## src/rtl/fetch_unit.sv

```systemverilog
// -----------------------------------------------------------------------------
// fetch_unit
//
// Instruction fetch stage. Holds the program counter, issues one word fetch at
// a time to instruction memory, and hands each returned word together with its
// PC to decode through a one-entry registered output slot. A one-cycle
// redirect (taken branch / JAL / JALR) replaces the PC and flushes both the
// output slot and any fetch already in flight.
//
// Ports
//   clk              clock, all state updates on the rising edge
//   rst_n            asynchronous active-low reset
//   imem_req_valid   fetch request valid (combinational)
//   imem_req_ready   memory accepts the request this cycle
//   imem_req_addr    fetch address, always word aligned (equals pc)
//   imem_rsp_valid   response valid; one per accepted request, in order
//   imem_rsp_data    fetched instruction word
//   inst_valid       inst / inst_pc hold a valid instruction for decode
//   inst_ready       decode consumes inst this cycle
//   inst             instruction word (NOP_INST while the slot is empty)
//   inst_pc          PC of inst
//   redirect         one-cycle pulse: continue fetching at redirect_target
//   redirect_target  new PC, bits [1:0] ignored
// -----------------------------------------------------------------------------
module fetch_unit #(
  parameter logic [31:0] RESET_PC = 32'h0000_0000,
  parameter logic [31:0] NOP_INST = 32'h0000_0013
) (
  input  logic        clk,
  input  logic        rst_n,
  output logic        imem_req_valid,
  input  logic        imem_req_ready,
  output logic [31:0] imem_req_addr,
  input  logic        imem_rsp_valid,
  input  logic [31:0] imem_rsp_data,
  output logic        inst_valid,
  input  logic        inst_ready,
  output logic [31:0] inst,
  output logic [31:0] inst_pc,
  input  logic        redirect,
  input  logic [31:0] redirect_target
);

  // REQ : free to issue the next fetch
  // WAIT: fetch outstanding, its word will be delivered
  // DROP: fetch outstanding but flushed by a redirect, its word is discarded
  localparam logic [1:0] ST_REQ  = 2'd0;
  localparam logic [1:0] ST_WAIT = 2'd1;
  localparam logic [1:0] ST_DROP = 2'd2;

  localparam logic [31:0] WORD_MASK = ~32'h0000_0003;

  logic [1:0]  state_reg, state_next;
  logic [31:0] pc_reg, pc_next;
  logic [31:0] pc_inflight_reg, pc_inflight_next;
  logic        inst_valid_reg, inst_valid_next;
  logic [31:0] inst_reg, inst_next;
  logic [31:0] inst_pc_reg, inst_pc_next;

  logic        slot_free;
  logic        req_fire;
  logic        fill;
  logic        consume;

  // The slot counts as free when it is empty or being drained this cycle, so
  // a consume and a new issue can overlap. Reset and redirect both suppress
  // issue; the reset term keeps the request low while rst_n is held.
  assign slot_free      = !inst_valid_reg || inst_ready;
  assign imem_req_valid = rst_n && (state_reg == ST_REQ) && !redirect && slot_free;
  assign imem_req_addr  = pc_reg;
  assign req_fire       = imem_req_valid && imem_req_ready;

  // A response lands in the slot only while a live fetch is outstanding and
  // no redirect is flushing it in the same cycle.
  assign fill    = (state_reg == ST_WAIT) && imem_rsp_valid && !redirect;
  assign consume = inst_valid_reg && inst_ready;

  always_comb begin
    state_next       = state_reg;
    pc_next          = pc_reg;
    pc_inflight_next = pc_inflight_reg;
    inst_valid_next  = inst_valid_reg;
    inst_next        = inst_reg;
    inst_pc_next     = inst_pc_reg;

    if (redirect) begin
      pc_next         = redirect_target & WORD_MASK;
      inst_valid_next = 1'b0;
      inst_next       = NOP_INST;
      // An outstanding fetch must still be retired: if its response is not
      // arriving right now, wait for it in DROP and throw it away.
      case (state_reg)
        ST_WAIT, ST_DROP: state_next = imem_rsp_valid ? ST_REQ : ST_DROP;
        default:          state_next = ST_REQ;
      endcase
    end else begin
      case (state_reg)
        ST_REQ: begin
          if (req_fire) begin
            pc_inflight_next = pc_reg;
            pc_next          = pc_reg + 32'd4;
            state_next       = ST_WAIT;
          end
        end
        ST_WAIT: begin
          if (imem_rsp_valid) begin
            state_next = ST_REQ;
          end
        end
        ST_DROP: begin
          if (imem_rsp_valid) begin
            state_next = ST_REQ;
          end
        end
        default: begin
          state_next = ST_REQ;
        end
      endcase

      // Output slot: a fill wins over a consume, so the slot takes the new
      // word when both happen in the same cycle.
      if (fill) begin
        inst_valid_next = 1'b1;
        inst_next       = imem_rsp_data;
        inst_pc_next    = pc_inflight_reg;
      end else if (consume) begin
        inst_valid_next = 1'b0;
        inst_next       = NOP_INST;
      end
    end
  end

  always_ff @(posedge clk or negedge rst_n) begin
    if (!rst_n) begin
      state_reg       <= ST_REQ;
      pc_reg          <= RESET_PC & WORD_MASK;
      pc_inflight_reg <= RESET_PC & WORD_MASK;
      inst_valid_reg  <= 1'b0;
      inst_reg        <= NOP_INST;
      inst_pc_reg     <= 32'h0000_0000;
    end else begin
      state_reg       <= state_next;
      pc_reg          <= pc_next;
      pc_inflight_reg <= pc_inflight_next;
      inst_valid_reg  <= inst_valid_next;
      inst_reg        <= inst_next;
      inst_pc_reg     <= inst_pc_next;
    end
  end

  assign inst_valid = inst_valid_reg;
  assign inst       = inst_reg;
  assign inst_pc    = inst_pc_reg;

endmodule

```

## config.mk

```make
export PLATFORM = sky130hd
export DESIGN_NAME = fetch_unit
export DESIGN_NICKNAME = d
export VERILOG_FILES = /design/src/rtl/fetch_unit.sv
export SDC_FILE = /design/constraint.sdc
export NUM_CORES = 1
export LEC_CHECK = 0
export BUFFER_PORTS_ARGS = -buffer_cell sky130_fd_sc_hd__clkbuf_2
export CORE_ASPECT_RATIO = 0.6
export CORE_MARGIN = 2
export CORE_UTILIZATION = 51
export DETAILED_ROUTE_END_ITERATION = 16
export PLACE_DENSITY_LB_ADDON = 0.05
export SLEW_MARGIN = 5
export SYNTH_ARGS = -nofsm -noshare
export SYNTH_HDL_FRONTEND = slang
export SYNTH_SLANG_ARGS = --single-unit
export TNS_END_PERCENT = 20
```

## constraint.sdc

```tcl
create_clock -name clk -period 2.28 [get_ports clk]
set_clock_uncertainty 0.15 [all_clocks]
set_input_delay 0.114 -clock clk [delete_from_list [all_inputs] [get_ports clk]]
set_output_delay 0.114 -clock clk [all_outputs]
set_load 0.005 [all_outputs]
```

# --- After elaboration in Yosys (flattened, before gate mapping) ---
# Index checks and enable logic that the tools add are counted.
totals:
  ff_bits: 131
  in_bits: 70
  output_inout_bits: 98
  wordCells: 46
classes:
  n_addsub: 1
  eq_ne: 4
  mux: 15
  bitwise: 1
  n_reduce_logical: 19
op_table:
  columns: ["cell", "n"]
  rows:
  - ["32-bit two-way mux", 6]
  - ["32-bit by 3-bit adder with 32-bit output (second input constant)", 1]
  - ["2-bit two-way mux", 5]
  - ["1-bit logical AND", 7]
  - ["2-bit AND reduction", 3]
  - ["2-bit one-hot mux with 2 select lines", 1]
  - ["2-bit nonzero test", 2]
  - ["1-bit two-way mux", 3]
  - ["3-bit by 1-bit inequality test with 1-bit output (second input constant)", 1]
  - ["3-bit inequality test (second input constant)", 1]
  - ["3-bit AND reduction", 1]
  - ["3-bit nonzero test", 1]
  - ["2-bit by 1-bit equality test with 1-bit output (second input constant)", 1]
  - ["2-bit equality test (second input constant)", 1]
  - ["1-bit zero test", 2]
  - ["2-bit zero test", 1]
  - ["2-bit OR reduction", 1]
  - ["1-bit logical OR", 1]
  - ["1-bit NOT", 1]

# --- Longest topological paths before layout ---
logic_depth:
  word_depth: 8
  depth_mapped: 8
  ltp_nobuf: 7

# --- Worst setup path after synthesis ---
# Ideal clock, no wire load.
synth_path:
  kind: "register to register"
  from: "reg pc_reg[5] (netlist: imem_req_addr[5])"
  to: "reg pc_reg[31] (netlist: imem_req_addr[31])"
  setup_ns: 0.126
  t_arrival_ns: 1.809
  required_time_ns: 2.004
  slack_ns: 0.195
  path_stages_with_launch: 6
  path_buffers: 0
  period_less_slack_ns: 2.085
  cell_sequence: "dfrtp_1 nand4_4 nor4_4 or4b_1 mux2i_1 a221o_1"
synth_between:
  elab_chain_len: 4
synth_rtl:
  columns: ["item", "line_no", "text"]
  rows:
  - ["from (decl)", "54", "logic [31:0] pc_reg, pc_next;"]
  - ["from (signal assigned)", "136", "pc_reg <= RESET_PC & WORD_MASK;"]
  - ["from (signal assigned)", "143", "pc_reg <= pc_next;"]
  - ["32-bit by 3-bit adder with 32-bit output", "101", "pc_next = pc_reg + 32'd4;"]
  - ["32-bit two-way mux", "99", "if (req_fire) begin"]
  - ["32-bit two-way mux", "97", "case (state_reg)"]
  - ["32-bit two-way mux", "86", "if (redirect) begin"]
# No other way between the ends. The select of a mux whose other input is x is not followed.
# A chain may end at the register's enable or synchronous reset.

# --- Worst setup path in the final report ---
layout_path:
  from: "reg state_reg[0]"
  to: "reg pc_reg[16] (netlist: imem_req_addr[16])"
layout_between:
  elab_chain_len: 7
layout_rtl:
  columns: ["item", "line_no", "text"]
  rows:
  - ["from (decl)", "53", "logic [1:0] state_reg, state_next;"]
  - ["from (signal assigned)", "142", "state_reg <= state_next;"]
  - ["2-bit zero test (*)", "69, 97", null]
  - ["1-bit logical AND (3 in series)", "69", "assign imem_req_valid = rst_n && (state_reg == ST_REQ) && !redirect && slot_free;"]
  - ["1-bit logical AND", "71", "assign req_fire = imem_req_valid && imem_req_ready;"]
  - ["2-bit nonzero test (no line)", null, null]
  - ["2-bit AND reduction (no line) (*)", null, null]
# Every way passes the cells marked *; elsewhere a longest branch is shown, timed or not.

==> results by group <==
Worst setup path
  • CP max stage delay: 0.40 ns
  • Worst path bufs/invs: 2
  • Kind of critical path: flop to flop
  • Worst R2R End: imem_req_addr[16]
  • Startpoint class of the critical path: flop
  • R2r worst-path depth: 8
  • Worst path arrival time: 2.31 ns
  • Max FO, Critical Path: 11
  • Critical R2R Launch: state_reg[0]
  • R2R setup slack: roughly 0.089 ns
  • Crit path required time: between 2 and 2.5 ns
  • Delay-heaviest family, CP: simple AND/OR/NAND/NOR gates
  • Critical Path End Type: flop
  • Crit path cell chain: inv_1, ha_1, nand4b_1, nor2_4, buf_4, nand2_1, o211ai_1, o311ai_0
  • Crit-path slowest cell: dfrtp_1

Synthesis
  • Largest cells by area after synthesis: dfrtp_1, nand2_1, a22o_1, dfstp_2, clkbuf_1
  • Most used flip-flop cell after synthesis: dfrtp_1
  • Share of the synthesized area in the top cell type: 57.1%
  • Area leader, netlist: dfrtp_1
  • Yosys warns: 0
  • Asr flop ratio synth: 100%
  • Gate Count Post-Synth: 540
  • Post-synth EDFFs: 0
  • Synth Register Bits: 125
  • Synth cell types: 58
  • Mapped Area: 5350 µm²
  • Count leader, synth: nand2_1
  • Seq/Total Area, Yosys: 58.6%
  • Most frequent cells after synthesis: nand2_1, dfrtp_1, a22o_1
  • Mapped Avg Cell Area: 9.90 µm²

Place
  • IO buf count: roughly 160
  • Setup WS pre-CTS: 0.0680 ns
  • Global placer's final weighted congestion: 0.900
  • Dpl hpwl: 10400 µm

Route
  • DRC: 0
  • Vias: 5121
  • Routed WL: 16400 µm
  • Vias per inst: 5.45
  • First-pass DRT Iterations: 5
  • Post-detailed-route count of antenna-violating nets: 0
  • Routed len/inst: 17.5 µm
  • Detailed Route Iter0 Violations: 322

STA
  • Slew @ Worst Pin: roughly 0.82 ns
  • Crit share post-route: 96.1%
  • Setup WS post-layout: 0.0893 ns
  • Fmax: 456 MHz
  • Hold Fails Final Rpt: 0
  • TNS Setup: 0 ns
  • Max Slew Vio Count: 0
  • Max_slew headroom: 45.6%
  • Final count of negative-setup-slack endpoints: 0
  • Final min period: 2.19 ns

CTS
  • Clock-pin slew on the worst setup and hold paths: approximately 0.060 ns
  • Worst skew pair latency: 0.41 ns
  • Postcts setup bufs: 0
  • Clock root cell: clkbuf_16
  • CTS buffer count: 17
  • Longest Clk Path Bufs: 2
  • CTS tree: done
  • Clock tree sinks: 125
  • H-tree Lvls: 4

Cells and area
  • Syn-to-layout area delta: 45.3%
  • Diode count: 0
  • Share of cells above drive strength 1: 30.7%
  • Fin nets: 866
  • Max reg flops: 32

Min path
  • WHS Endpoint: inst_valid
  • Hold Crit Class: input port to flop
  • Hold Path Depth: 3
  • HP Start: inst_ready

Power and ir drop
  • P per Cell Area: roughly 850 nW/µm²
  • Static Leakage: ~4.0 nW
  • Maximum vdd ir drop: about 0.00063 V
  • Pwr Total: 6.63 mW

Global routing
  • Total gr overflow: 0
  • Global Route Usage Sum: 30.3%
  • First-pass GRT wire length: 26200 µm
  • Initial antenna violation count: 0
  • Largest net degree at the start of global routing: 65
  • Vias in the first global route: 4990

Floorplanning
  • Core area: 10000 µm²
  • Chip width: around 140 µm
  • Die H: 83.3 µm
  • Row cnt: 28
  • Ports: 168
  • Starting Density: 53.4%
  • Die footprint: 11300 µm²

Outcome
  • Status: complete, no violations

Flow run
  • Total of max-cap violations: 0
-- repair_timing --
action | CTS | global route
hold endpoints to repair | 186 | 0
hold buffers | 64 | 0
endpoints found under the setup margin | 0 | 15
gates resized for setup | 0 | 7
-- cell usage in the layout, fill, tap and decap left out, drive strengths merged, types with 2 or more instances in the layout --
cell type,instances
and2,2
xor2,4
a41oi,2
nand2b,3
nor2,19
bufinv,3
clkinv,3
mux2,2
o22a,3
nand2,199
nor4,3
nand4,15
a311oi,3
o211ai,10
o21a,3
dfrtp,122
mux2i,4
or3,2
o21ai,14
buf,37
conb,4
xnor2,3
clkbuf,183
and3,4
o311ai,6
dfstp,3
inv,10
a22o,29
a21oi,4
or2,2
ha,3
dlygate4sd3,64
a221o,4
nand3,13
nor3,4
-- per-layer routing --
| layer | track usage, % | vias up | share of wire (%) |
|---|---|---|---|
| met1 | 43.3 | 2511 | 45 |
| met4 | 8.81 | 0 | 1.4 |
| met3 | 7.14 | 24 | 7.6 |
| li1 | - | 2363 | - |
| met5 | 0 | - | 0 |
| met2 | 46.2 | 223 | 46 |
-- report_power, final --
group	internal, mW	leakage, nW	switching, mW
Clock	1.79	0.289	0.937
Sequential	2.59	1.62	0.252
Combinational	0.500	2.12	0.563
Total	4.88	4.03	1.75
-- worst max path at each step --
stage,from,slack (ns),depth (start not counted),endpoint
2_1_floorplan,imem_req_addr[5],0.19,5,imem_req_addr[31]
3_3_place_gp,state_reg[0],0.16,7,imem_req_addr[23]
3_5_place_dp,state_reg[0],0.07,8,imem_req_addr[14]
4_1_cts,state_reg[0],0.04,7,imem_req_addr[26]
5_1_grt,state_reg[1],-0.02,8,imem_req_addr[16]
6_report,state_reg[0],0.09,8,imem_req_addr[16]
-- metrics by stage --
step                      hold slack (ns)  area [µm²]  util (%)  std cells
after floorplan                    -0.332        5360         -        543
after global placement              0.176        6510      65.0        845
after detailed placement            0.180        6510      65.0        845
after CTS                        0.000108        7740      77.3        939
after global routing               0.0425        7770      77.5        939
final                              0.0115        7770      77.5        939
-- kinds of logic (layout without fill, tap and decap cells) --
kind of cell | count (synthesis) | after routing | synth area share, %
adders and majority gates | 3 | 3 | 0.702
other | 1 | 4 | 0.0701
AOI/OAI and AO/OA | 88 | 88 | 12.8
buffers and inverters | 40 | 301 | 3.32
and+or+nand+nor | 270 | 270 | 22.2
xor gates and xnor gates | 7 | 7 | 1.15
DFF | 125 | 125 | 58.6
muxes | 6 | 6 | 1.17
-- final cells by class --
type	instances	area [µm²]
flip-flops and latches	125	3130
well taps	135	169
clock inverters	7	113
clock buffers	23	478
inverters	10	37.5
multi-input cells	378	2100
repair buffers	261	1740
fillers	701	2250
-- worst reg2reg max path, cell delays in order, from the launching register on --
cell,delay [ns]
dfrtp_1,0.40
inv_1,0.07
ha_1,0.17
nand4b_1,0.20
nor2_4,0.29
buf_4,0.25
nand2_1,0.16
o211ai_1,0.21
o311ai_0,0.15
Power figures use the tool's default switching activity.
